--- config.mk ---
export PLATFORM = sky130hd
export DESIGN_NAME = cd_config_writer
export DESIGN_NICKNAME = d
export VERILOG_FILES = /design/src/rtl/cd_config_writer.sv
export SDC_FILE = /design/constraint.sdc
export NUM_CORES = 1
export LEC_CHECK = 0
export ABC_CLOCK_PERIOD_IN_PS = 5600
export CAP_MARGIN = 40
export CORE_MARGIN = 1
export CORE_UTILIZATION = 56
export CTS_CLUSTER_SIZE = 12
export DETAILED_ROUTE_END_ITERATION = 8
export PLACE_DENSITY_LB_ADDON = 0.05
export RECOVER_POWER = 100
export SYNTH_ARGS = -nofsm -noshare
export SYNTH_HDL_FRONTEND = slang
export SYNTH_SLANG_ARGS = --single-unit
--- constraint.sdc ---
create_clock -name clk -period 5.6 [get_ports clk]
set_input_delay 1.12 -clock clk [delete_from_list [all_inputs] [get_ports clk]]
set_output_delay 1.12 -clock clk [all_outputs]
set_load 0.01 [all_outputs]
--- src/rtl/cd_config_writer.sv ---
// Configuration-port initiator for the clock divider: sends default VGA/UART
// settings after reset, then runtime updates, over a four-phase level handshake.
module cd_config_writer #(
    parameter int WIDTH_CONFIG_ADDR = 2,
    parameter int WIDTH_CONFIG_DATA = 8,
    parameter logic [WIDTH_CONFIG_DATA-1:0] DEFAULT_VGA  = 8'd1,
    parameter logic [WIDTH_CONFIG_DATA-1:0] DEFAULT_UART = 8'd0,
    parameter int TIMEOUT       = 1024,
    parameter int WIDTH_TIMEOUT = 10
) (
    input  logic                         clk,
    input  logic                         rst,
    input  logic                         req_vga,
    input  logic [WIDTH_CONFIG_DATA-1:0] vga_data,
    input  logic                         req_uart,
    input  logic [WIDTH_CONFIG_DATA-1:0] uart_data,
    output logic [WIDTH_CONFIG_ADDR-1:0] c_addr,
    output logic [WIDTH_CONFIG_DATA-1:0] c_data,
    output logic                         c_valid,
    input  logic                         c_ready,
    output logic                         busy,
    output logic                         done,
    output logic                         err
);

    localparam logic [1:0] IDLE = 2'd0;
    localparam logic [1:0] REQ  = 2'd1;
    localparam logic [1:0] ACK  = 2'd2;

    localparam logic [WIDTH_CONFIG_ADDR-1:0] ADDR_UART = WIDTH_CONFIG_ADDR'(1);
    localparam logic [WIDTH_CONFIG_ADDR-1:0] ADDR_VGA  = WIDTH_CONFIG_ADDR'(2);
    localparam logic [WIDTH_TIMEOUT-1:0]     CNT_LAST  = WIDTH_TIMEOUT'(TIMEOUT - 1);

    logic [1:0]                   state, state_nxt;
    logic [WIDTH_TIMEOUT-1:0]     cnt, cnt_nxt;
    logic                         pend_vga, pend_vga_nxt;
    logic                         pend_uart, pend_uart_nxt;
    logic [WIDTH_CONFIG_DATA-1:0] data_vga, data_vga_nxt;
    logic [WIDTH_CONFIG_DATA-1:0] data_uart, data_uart_nxt;
    logic [WIDTH_CONFIG_ADDR-1:0] addr_nxt;
    logic [WIDTH_CONFIG_DATA-1:0] cdata_nxt;
    logic                         valid_nxt, done_nxt, err_nxt, busy_nxt;
    logic                         rdy_m, rdy_s;

    always_comb begin
        state_nxt     = state;
        cnt_nxt       = cnt;
        pend_vga_nxt  = pend_vga;
        pend_uart_nxt = pend_uart;
        data_vga_nxt  = data_vga;
        data_uart_nxt = data_uart;
        addr_nxt      = c_addr;
        cdata_nxt     = c_data;
        valid_nxt     = c_valid;
        done_nxt      = 1'b0;
        err_nxt       = 1'b0;

        case (state)
            IDLE: begin
                // A responder still finishing an older write keeps rdy_s high; wait it out.
                if ((pend_vga || pend_uart) && !rdy_s) begin
                    if (pend_vga) begin
                        addr_nxt     = ADDR_VGA;
                        cdata_nxt    = data_vga;
                        pend_vga_nxt = 1'b0;
                    end else begin
                        addr_nxt      = ADDR_UART;
                        cdata_nxt     = data_uart;
                        pend_uart_nxt = 1'b0;
                    end
                    valid_nxt = 1'b1;
                    cnt_nxt   = '0;
                    state_nxt = REQ;
                end
            end
            REQ: begin
                if (rdy_s) begin
                    valid_nxt = 1'b0;
                    cnt_nxt   = '0;
                    state_nxt = ACK;
                end else if (cnt == CNT_LAST) begin
                    valid_nxt = 1'b0;
                    err_nxt   = 1'b1;
                    state_nxt = IDLE;
                end else begin
                    cnt_nxt = cnt + 1'b1;
                end
            end
            ACK: begin
                if (!rdy_s) begin
                    done_nxt  = 1'b1;
                    state_nxt = IDLE;
                end else if (cnt == CNT_LAST) begin
                    err_nxt   = 1'b1;
                    state_nxt = IDLE;
                end else begin
                    cnt_nxt = cnt + 1'b1;
                end
            end
            default: begin
                valid_nxt = 1'b0;
                state_nxt = IDLE;
            end
        endcase

        // Requests are applied after slot consumption so a same-cycle request re-arms the slot.
        if (req_vga) begin
            pend_vga_nxt = 1'b1;
            data_vga_nxt = vga_data;
        end
        if (req_uart) begin
            pend_uart_nxt = 1'b1;
            data_uart_nxt = uart_data;
        end

        busy_nxt = (state_nxt != IDLE) || pend_vga_nxt || pend_uart_nxt;
    end

    always_ff @(posedge clk) begin
        if (rst) begin
            state     <= IDLE;
            cnt       <= '0;
            pend_vga  <= 1'b1;
            pend_uart <= 1'b1;
            data_vga  <= DEFAULT_VGA;
            data_uart <= DEFAULT_UART;
            c_addr    <= '0;
            c_data    <= '0;
            c_valid   <= 1'b0;
            done      <= 1'b0;
            err       <= 1'b0;
            busy      <= 1'b0;
            rdy_m     <= 1'b0;
            rdy_s     <= 1'b0;
        end else begin
            state     <= state_nxt;
            cnt       <= cnt_nxt;
            pend_vga  <= pend_vga_nxt;
            pend_uart <= pend_uart_nxt;
            data_vga  <= data_vga_nxt;
            data_uart <= data_uart_nxt;
            c_addr    <= addr_nxt;
            c_data    <= cdata_nxt;
            c_valid   <= valid_nxt;
            done      <= done_nxt;
            err       <= err_nxt;
            busy      <= busy_nxt;
            rdy_m     <= c_ready;
            rdy_s     <= rdy_m;
        end
    end

endmodule

; ---- Word level (Yosys, flattened, before mapping)
; Cells that the tools add are included.
[totals]
ff_bits = 46
in_bits = 21
output_inout_bits = 14
wordCells = 62
[op_classes]
n_addsub = 1
eq_ne = 6
n_mux = 28
n_bitwise = 1
n_reduce_logical = 12
[op_table]
columns = operator, n
row1 = $mux 10, 4
row2 = $pmux 10 s3, 1
row3 = $mux 1, 14
row4 = $add 10x1->10 const B, 1
row5 = $eq 10x10->1 const B, 1
row6 = $mux 2, 5
row7 = $mux 8, 1
row8 = $pmux 2 s3, 1
row9 = $reduce_and 3->1, 2
row10 = $ne 2x2->1 const B, 2
row11 = $logic_or 1x1->1, 3
row12 = $ne 3x3->1 const B, 1
row13 = $pmux 1 s3, 1
row14 = $reduce_bool 3->1, 1
row15 = $eq 2x1->1 const B, 1
row16 = $eq 2x2->1 const B, 1
row17 = $logic_not 2->1, 1
row18 = $pmux 1 s2, 1
row19 = $reduce_and 2->1, 1
row20 = $reduce_bool 2->1, 1
row21 = $reduce_or 2->1, 1
row22 = $logic_and 1x1->1, 1
row23 = $logic_not 1->1, 1
row24 = $not 1->1, 1

; ---- Longest topological paths before layout
; Gate-level depths: netlist of run 1.
[logic_depth]
depth_word = 7
mapped_depth = 8
depth_no_buf = 6

; ---- Worst setup path after synthesis of run 1
; No wires, ideal clock.
[synth_path]
path_kind = in2reg
from = input port req_uart
to = register busy
arrival_time_ps = 2043
required_ps = 5480
path_slack_ps = 3438
path_stages = 3
path_buffers = 1
path_cell_list = clkbuf_1 > or3_1 > a211o_1
[synth_via]
elab_chain_cells = 2
[synth_rtl]
columns = element, line
row1 = "start, declared", 15  ; input logic req_uart,
row2 = $mux 1, 111  ; if (req_uart) begin
row3 = $logic_or 1x1->1, 116  ; busy_nxt = (state_nxt != IDLE) || pend_vga_nxt || pend_uart_nxt;
row4 = "end signal, assigned", 147  ; busy <= busy_nxt;
row5 = "end, declared", 21  ; output logic busy,
; Every way passes these cells.
; A chain may end at the register's enable or synchronous reset.

==> qor.json, run 1 <==
{
  "min_period_over_period_pct": 62.5,
  "start_kind": "input pin",
  "fp.dieW_um": 63.6,
  "layout.cells.most_common_list": "sky130_fd_sc_hd__dfxtp_1 (46), sky130_fd_sc_hd__nor2_1 (24), sky130_fd_sc_hd__clkdlybuf4s50_1 (19)",
  "cts_repair_resize_count": 0,
  "critical-path-slowest-cell": "sky130_fd_sc_hd__clkbuf_1",
  "setup_viol_count_final": 0,
  "critical_path_endpoint_category": "flip-flop",
  "p_per_area_nw_per_um2": 285,
  "clockBufferDepth": 2,
  "timing.critical_path.max_delay_family": "buffers and inverters",
  "portBuffers": 34,
  "slew_viol_final": 37,
  "mappedNetlistArea_sq_um": 2130,
  "grt_max_degree": 37,
  "synth_compound_gate_area_share_pct": 20.7,
  "total_of_flip_flops_plus_latches_after_synthesis": 46,
  "cts-hold-fix-buffers": 0,
  "worst-slew-pin-transition_ns": 1.57,
  "nets": 286,
  "area_delta_synth_final_pct": 19.7,
  "cp_slowest_stage_delay_ns": 1.14,
  "gp_congestion": 0.854,
  "ctsRootBufferMaster": "sky130_fd_sc_hd__clkbuf_8",
  "critical_path.n_buffers_inverters": 3,
  "syn-num-nets": 261,
  "tritoncts": "built",
  "maxCapViolCount": 1,
  "synth-seq-area-share_pct": 43.3,
  "detail_route.first_pass.iterations": 4,
  "synth_adder_area_share_pct": 3.47,
  "post-cts-setup-buffers": 0,
  "synth_flop_cell": "sky130_fd_sc_hd__dfxtp_1",
  "critical_path_peak_fanout": 36,
  "synth_enable_flop_cells": 0,
  "worst_hold_path_type": "flip-flop to flip-flop",
  "htree_num_levels": 2,
  "timing.critical_path.cells": "dlygate4sd3_1 > clkbuf_1 > inv_1 > o21ai_0 > a21oi_1",
  "totalWireLength_mm": 4.58,
  "rrSetupSlack_ns": 3.33,
  "status": "finished with violations",
  "drtIter0Drc": 131,
  "via_count_of_the_first_global_routing_pass": 1805,
  "clkSinkCount": 46,
  "synth_simple_gate_area_share_pct": 19.4,
  "timing.clock.skew_ns": 0.00530,
  "fp.dieArea_sq_um": 4050,
  "gr-usage-all-layers_pct": 26.1,
  "violations_in_the_final_reports": "capacitance limit, slew limit",
  "antenna_found_initial": 0,
  "final_period_minus_worst_setup_slack_ns": 3.50,
  "detail-route-antenna-nets": 0,
  "drc_markers": 0,
  "yosysWarnings": 0,
  "path_clk_slew_ns": 0.08,
  "critical_path_required_ns": 5.76,
  "top_level_ports": 35,
  "arrival_ns": 3.66,
  "netlist-cell-type-count": 38,
  "start_util_pct": 58.1,
  "vias": 1840,
  "muxShareOfSynthArea_pct": 8.48,
  "place.detailed.hpwl_mm": 3.12,
  "post_layout_util_pct": 69.5,
  "grt_pass1_wl_mm": 8.26,
  "yosys.area_share.xor_xnor_pct": 0,
  "avgRoutedWirePerCell_um": 14.8,
  "rsz0062_at_grt": "no",
  "site_row_count": 22,
  "core_sq_um": 3660,
  "synth_top_family_by_area": "compound AO/OA/AOI/OAI gates",
  "viasPerCell": 5.95,
  "globalRoute.totalOverflow": 0,
  "insertedDiodeCount": 0,
  "timing.slew.headroom_pct": -4.84,
  "max-vdd-ir-drop_mv": 0.234,
  "async_reset_ff_share_pct": 0,
  "mostFrequentLayoutCell": "sky130_fd_sc_hd__dfxtp_1",
  "finalHoldViolCount": 0,
  "number_of_buffers_inserted_during_clock_tree_synthesis": 5,
  "max_freq_mhz": 286,
  "die_height_um": 63.6,
  "power_leakage_nw": 0.998,
  "timing.setup.critical_path_class": "input pin to flip-flop",
  "synth_area_per_cell_sq_um": 9.05,
  "clk_latency_ns": 0.30,
  "number_of_standard_cells_after_synthesis": 235,
  "final.setup.tns_ns": 0,
  "drive_above_1_share_pct": 4.98
}
[per-stage QoR]
stage / hold WS [ns] / total power, mW / instances / area (sq um) / setup slack [ns]
2_1_floorplan: 0.414 / 0.470 / 235 / 2130 / 3.44
3_3_place_gp: 0.418 / 0.526 / 301 / 2460 / 2.91
3_5_place_dp: 0.432 / 0.529 / 301 / 2460 / 2.88
4_1_cts: 0.450 / 0.733 / 309 / 2550 / 3.20
5_1_grt: 0.486 / 0.763 / 309 / 2540 / 1.82
6_report: 0.448 / 0.726 / 309 / 2540 / 2.10
[worst register-to-register path, cell delays in order, from the launching register on]
cell and delay, ns:
sky130_fd_sc_hd__dfxtp_1 0.40, sky130_fd_sc_hd__inv_1 0.10, sky130_fd_sc_hd__ha_1 0.30, sky130_fd_sc_hd__mux2i_1 0.17, sky130_fd_sc_hd__o22a_1 0.39, sky130_fd_sc_hd__o21ai_0 0.68
sky130_fd_sc_hd__a21oi_1 0.09
[report_power, final]
group          internal (mW)  switching [mW]  leakage, nW
Combinational         0.0716          0.0775        0.572
Clock                 0.0996           0.108       0.0482
Sequential             0.351          0.0183        0.378
Total                  0.522           0.204        0.998
[synthesized netlist by cell type, drive strengths merged (2+ instances only)]
master | n | area share [%]
nor3 | 4 | 1.2
ha | 5 | 2.9
o21ai | 15 | 3.5
nor2b | 4 | 1.2
o221a | 2 | 1.1
a31oi | 3 | 0.88
o22ai | 8 | 2.4
or4 | 3 | 1.1
dfxtp | 46 | 43
nand4 | 3 | 0.88
and4 | 2 | 0.82
nand3 | 6 | 1.4
o31ai | 6 | 2.1
nand2b | 9 | 3.0
clkbuf | 13 | 2.3
or3 | 11 | 3.2
a211oi | 12 | 4.2
inv | 6 | 1.1
mux2i | 18 | 8.5
a211o | 2 | 0.82
nor2 | 24 | 4.2
a21oi | 10 | 2.4
nand2 | 9 | 1.6
buf | 4 | 1.4
[registers in the layout, indices dropped and copies added, names as in the netlist]
name / flops
c_data: 8
data_uart: 8
busy: 1
data_vga: 8
pend_vga: 1
state: 2
rdy_s: 1
done: 1
c_valid: 1
cnt: 10
pend_uart: 1
c_addr: 2
err: 1
rdy_m: 1
[cell type report]
cell class / instances / area (sq um)
clock buffers: 7 / 86.3
clock inverters: 1 / 5.00
fillers: 303 / 1120
inverters: 6 / 22.5
multi-input cells: 166 / 1100
flip-flops and latches: 46 / 921
well taps: 48 / 60.1
repair buffers: 35 / 344
[kinds of logic (layout without fill, tap and decap cells)]
family	count (synthesis)	in the layout
muxes	18	18
and+or+nand+nor	77	77
AOI/OAI and AO/OA	65	65
adders and majority gates	6	6
DFF	46	46
buffers and inverters	23	49
[per-layer routing]
layer  part of all wire, %  wire [um]  vias up  global-route usage, %
met4                   2.9        131        0                   12.8
met1                    45       2070      875                   30.7
met2                    49       2230       40                   44.9
li1                      -          -      909                      -
met3                   3.1        141       16                   4.89
met5                     0          0        -                      0
[path summary, 6_finish.rpt]
check	startpoint	to	cells past startpoint
worst max-delay path	rst	cnt[0]$_SDFFE_PP0P_	5
worst min register to register	rdy_m$_SDFF_PP0_	rdy_s$_SDFF_PP0_	1
worst min-delay path	rdy_m$_SDFF_PP0_	rdy_s$_SDFF_PP0_	1
worst max register to register	state[0]$_SDFF_PP0_	cnt[0]$_SDFFE_PP0P_	6
Power figures use the tool's default switching activity.
==> run 2, diff against run 1 <==
--- a/config.mk
+++ b/config.mk
@@ -5,10 +5,10 @@
 export SDC_FILE = /design/constraint.sdc
 export NUM_CORES = 1
 export LEC_CHECK = 0
-export ABC_CLOCK_PERIOD_IN_PS = 5600
+export ABC_CLOCK_PERIOD_IN_PS = 3300
 export CAP_MARGIN = 40
 export CORE_MARGIN = 1
-export CORE_UTILIZATION = 56
+export CORE_UTILIZATION = 52
 export CTS_CLUSTER_SIZE = 12
 export DETAILED_ROUTE_END_ITERATION = 8
 export PLACE_DENSITY_LB_ADDON = 0.05
==> constraint.sdc (replaced) <==
create_clock -name clk -period 3.3 [get_ports clk]
set_input_delay 0.66 -clock clk [delete_from_list [all_inputs] [get_ports clk]]
set_output_delay 0.66 -clock clk [all_outputs]
set_load 0.01 [all_outputs]
==> run 2 against run 1 <==
Core utilization decreased by 3.0 points. First-iteration DRC count increased by 36%. Critical endpoint is now cnt[5]$_SDFFE_PP0P_. Die area increased by 7.4%. Final cell count unchanged. Non-clock buffer count increased by 1. The run now ends clean. Clock-buffer cell count unchanged.
==> qor.json, run 2 (synthesis results as in run 1) <==
{
  "status": "finished, final reports clean",
  "insertedDiodeCount": {"value": 0, "change": "unchanged"},
  "start_util": {"value": 56.0, "unit": "%", "change": "-2.1 points"},
  "grt_pass1_wl": {"value": 7.53, "unit": "mm", "change": "-8.8%"},
  "via_count_of_the_first_global_routing_pass": {"value": 1624, "change": "-10%"},
  "core": {"value": 3800, "unit": "sq um", "change": "+3.8%"},
  "mostFrequentLayoutCell": "sky130_fd_sc_hd__dfxtp_1",
  "final_cell_count_no_fill": {"value": 309, "change": "unchanged"},
  "timing.slew.headroom": {"value": 43.0, "unit": "%", "change": "+48 points"},
  "area_delta_synth_final_pct": 18.8,
  "storage_cell_area": {"value": 921, "unit": "sq um", "change": "unchanged"},
  "worst_hold_path_type": "flip-flop to flip-flop",
  "site_row_count": {"value": 22, "change": "unchanged"},
  "max-vdd-ir-drop": {"value": 0.341, "unit": "mV", "change": "+45%"},
  "start_kind": "flip-flop",
  "gp_congestion": {"value": 0.813, "change": "-4.8%"},
  "timing.clock.skew": {"value": 0.00391, "unit": "ns", "change": "-0.00139 ns"},
  "globalRoute.totalOverflow": {"value": 0, "change": "unchanged"},
  "ctsRootBufferMaster": "sky130_fd_sc_hd__clkbuf_8",
  "max_freq_mhz": 416,
  "finalHoldViolCount": {"value": 0, "change": "unchanged"},
  "htree_num_levels": {"value": 2, "change": "unchanged"},
  "maxCapViolCount": {"value": 0, "change": "-1"},
  "nets": {"value": 287, "change": "+0.35%"},
  "totalWireLength": {"value": 4.57, "unit": "mm", "change": "about the same"},
  "detail-route-antenna-nets": {"value": 0, "change": "unchanged"},
  "critical_path_endpoint_category": "flip-flop",
  "drc_markers": {"value": 0, "change": "unchanged"},
  "rsz0062_at_grt": "no",
  "grt_max_degree": {"value": 22, "change": "-41%"},
  "layout.filler_cells": {"value": 327, "change": "+7.9%"},
  "max_flop_register": "cnt",
  "arrival": {"value": 2.55, "unit": "ns", "change": "-1.11 ns"},
  "setup_viol_count_final": {"value": 0, "change": "unchanged"},
  "critical_path_peak_fanout": {"value": 21, "change": "-42%"},
  "place.detailed.hpwl": {"value": 3.16, "unit": "mm", "change": "+1.4%"},
  "timing.setup.critical_path_class": "flip-flop to flip-flop",
  "drive_above_1_share": {"value": 4.21, "unit": "%", "change": "-0.77 points"},
  "clk_latency": {"value": 0.30, "unit": "ns", "change": "about the same"},
  "die_height": {"value": 65.9, "unit": "um", "change": "+3.7%"},
  "fp.dieArea": {"value": 4350, "unit": "sq um", "change": "+7.4%"},
  "dpl.cell_count": {"value": 302, "change": "+0.33%"},
  "avgRoutedWirePerCell": {"value": 14.8, "unit": "um", "change": "about the same"},
  "vias": {"value": 1785, "change": "-3.0%"},
  "number_of_buffers_inserted_during_clock_tree_synthesis": {"value": 5, "change": "unchanged"},
  "multi_input_comb_area": {"value": 1090, "unit": "sq um", "change": "-1.0%"},
  "tritoncts": "built",
  "clockBufferDepth": {"value": 2, "change": "unchanged"},
  "worst_hold_path.num_cells": {"value": 1, "change": "unchanged"},
  "largest_reg_flops": {"value": 10, "change": "unchanged"},
  "critical_path_required": {"value": 3.45, "unit": "ns", "change": "-2.31 ns"},
  "drtIter0Drc": {"value": 178, "change": "+36%"},
  "finalPower": {"value": 1.20, "unit": "mW", "change": "+65%"},
  "final_period_minus_worst_setup_slack_ns": 2.40,
  "p_per_area": {"value": 475, "unit": "nW/um^2", "change": "+66%"},
  "cts-hold-fix-buffers": {"value": 0, "change": "unchanged"},
  "cts_repair_resize_count": {"value": 0, "change": "unchanged"},
  "portBuffers": {"value": 34, "change": "unchanged"},
  "layout.cells.most_common_list": "sky130_fd_sc_hd__dfxtp_1 (46), sky130_fd_sc_hd__nor2_1 (24), sky130_fd_sc_hd__clkdlybuf4s50_1 (19)",
  "worstRegToRegCells": {"value": 4, "change": "-2"},
  "slew_viol_final": {"value": 0, "change": "-100%"},
  "min_period_over_period_pct": 72.8,
  "detail_route.first_pass.iterations": {"value": 4, "change": "unchanged"},
  "power_leakage": {"value": 0.989, "unit": "nW", "change": "-0.91%"},
  "worst-slew-pin-transition": {"value": 0.853, "unit": "ns", "change": "-0.719 ns"},
  "clkSinkCount": {"value": 46, "change": "unchanged"},
  "top_level_ports": {"value": 35, "change": "unchanged"},
  "viasPerCell": {"value": 5.78, "change": "-3.0%"},
  "antenna_found_initial": {"value": 0, "change": "unchanged"},
  "path_clk_slew": {"value": 0.08, "unit": "ns", "change": "about the same"},
  "fp.dieW": {"value": 65.9, "unit": "um", "change": "+3.7%"},
  "final.setup.tns": {"value": 0, "unit": "ns", "change": "unchanged"},
  "gr-usage-all-layers": {"value": 22.8, "unit": "%", "change": "-3.3 points"},
  "post-cts-setup-buffers": {"value": 0, "change": "unchanged"}
}
## run 2: changes by cell type in the layout (fill, tap and decap cells not counted)
| cell | delta |
|---|---|
| sky130_fd_sc_hd__clkbuf_1 | +1 |
| sky130_fd_sc_hd__o21bai_4 | -1 |
| sky130_fd_sc_hd__o21bai_1 | +1 |
| sky130_fd_sc_hd__clkinv_2 | -1 |
| sky130_fd_sc_hd__clkbuf_8 | -1 |
| sky130_fd_sc_hd__buf_4 | +1 |
## run 2: through the flow
step                utilization (%)  cell area, sq um  setup slack (ns)  hold WS, ns
global route                   66.5              2520             0.723        0.466
global placement               64.9              2460             0.950        0.428
CTS                            66.9              2540              1.05        0.444
detailed placement             64.9              2460             0.911        0.426
floorplan                         -              2130              1.51        0.414
finish                         66.5              2520             0.898        0.440
## run 2: power breakdown
group          total, mW  internal [mW]  switching (mW)
Combinational      0.251          0.121           0.130
Clock              0.322          0.146           0.176
Sequential         0.626          0.595          0.0309
Total               1.20          0.862           0.337
## run 2: critical path, cell delays in order (launching register included)
cell and delay, ns:
sky130_fd_sc_hd__dfxtp_1 0.78, sky130_fd_sc_hd__o21bai_1 0.26, sky130_fd_sc_hd__o22a_1 0.41, sky130_fd_sc_hd__o21ai_0 0.72, sky130_fd_sc_hd__a21oi_1 0.08
## run 2: path summary, 6_finish.rpt
kind                   startpoint             endpoint  slack [ns]
max          pend_uart$_SDFF_PP1_  cnt[5]$_SDFFE_PP0P_        0.90
max reg2reg  pend_uart$_SDFF_PP1_  cnt[5]$_SDFFE_PP0P_        0.90
min              rdy_m$_SDFF_PP0_     rdy_s$_SDFF_PP0_        0.44
min reg2reg      rdy_m$_SDFF_PP0_     rdy_s$_SDFF_PP0_        0.44
## run 2: cell type report
class / count / area share [%]
Multi-Input combinational cell: 166 / 43.3
Sequential cell: 46 / 36.5
Timing Repair Buffer: 36 / 13.9
Clock buffer: 7 / 3.02
Tap cell: 48 / 2.38
Inverter: 6 / 0.892
## run 2: routing by layer
metal | GRT usage (%) | routed length, um | vias to the layer above
li1 | - | - | 908
met1 | 29.1 | 2210 | 820
met2 | 36.5 | 2090 | 52
met4 | 9.84 | 53 | 0
met3 | 5.52 | 222 | 5
met5 | 0 | 0 | -
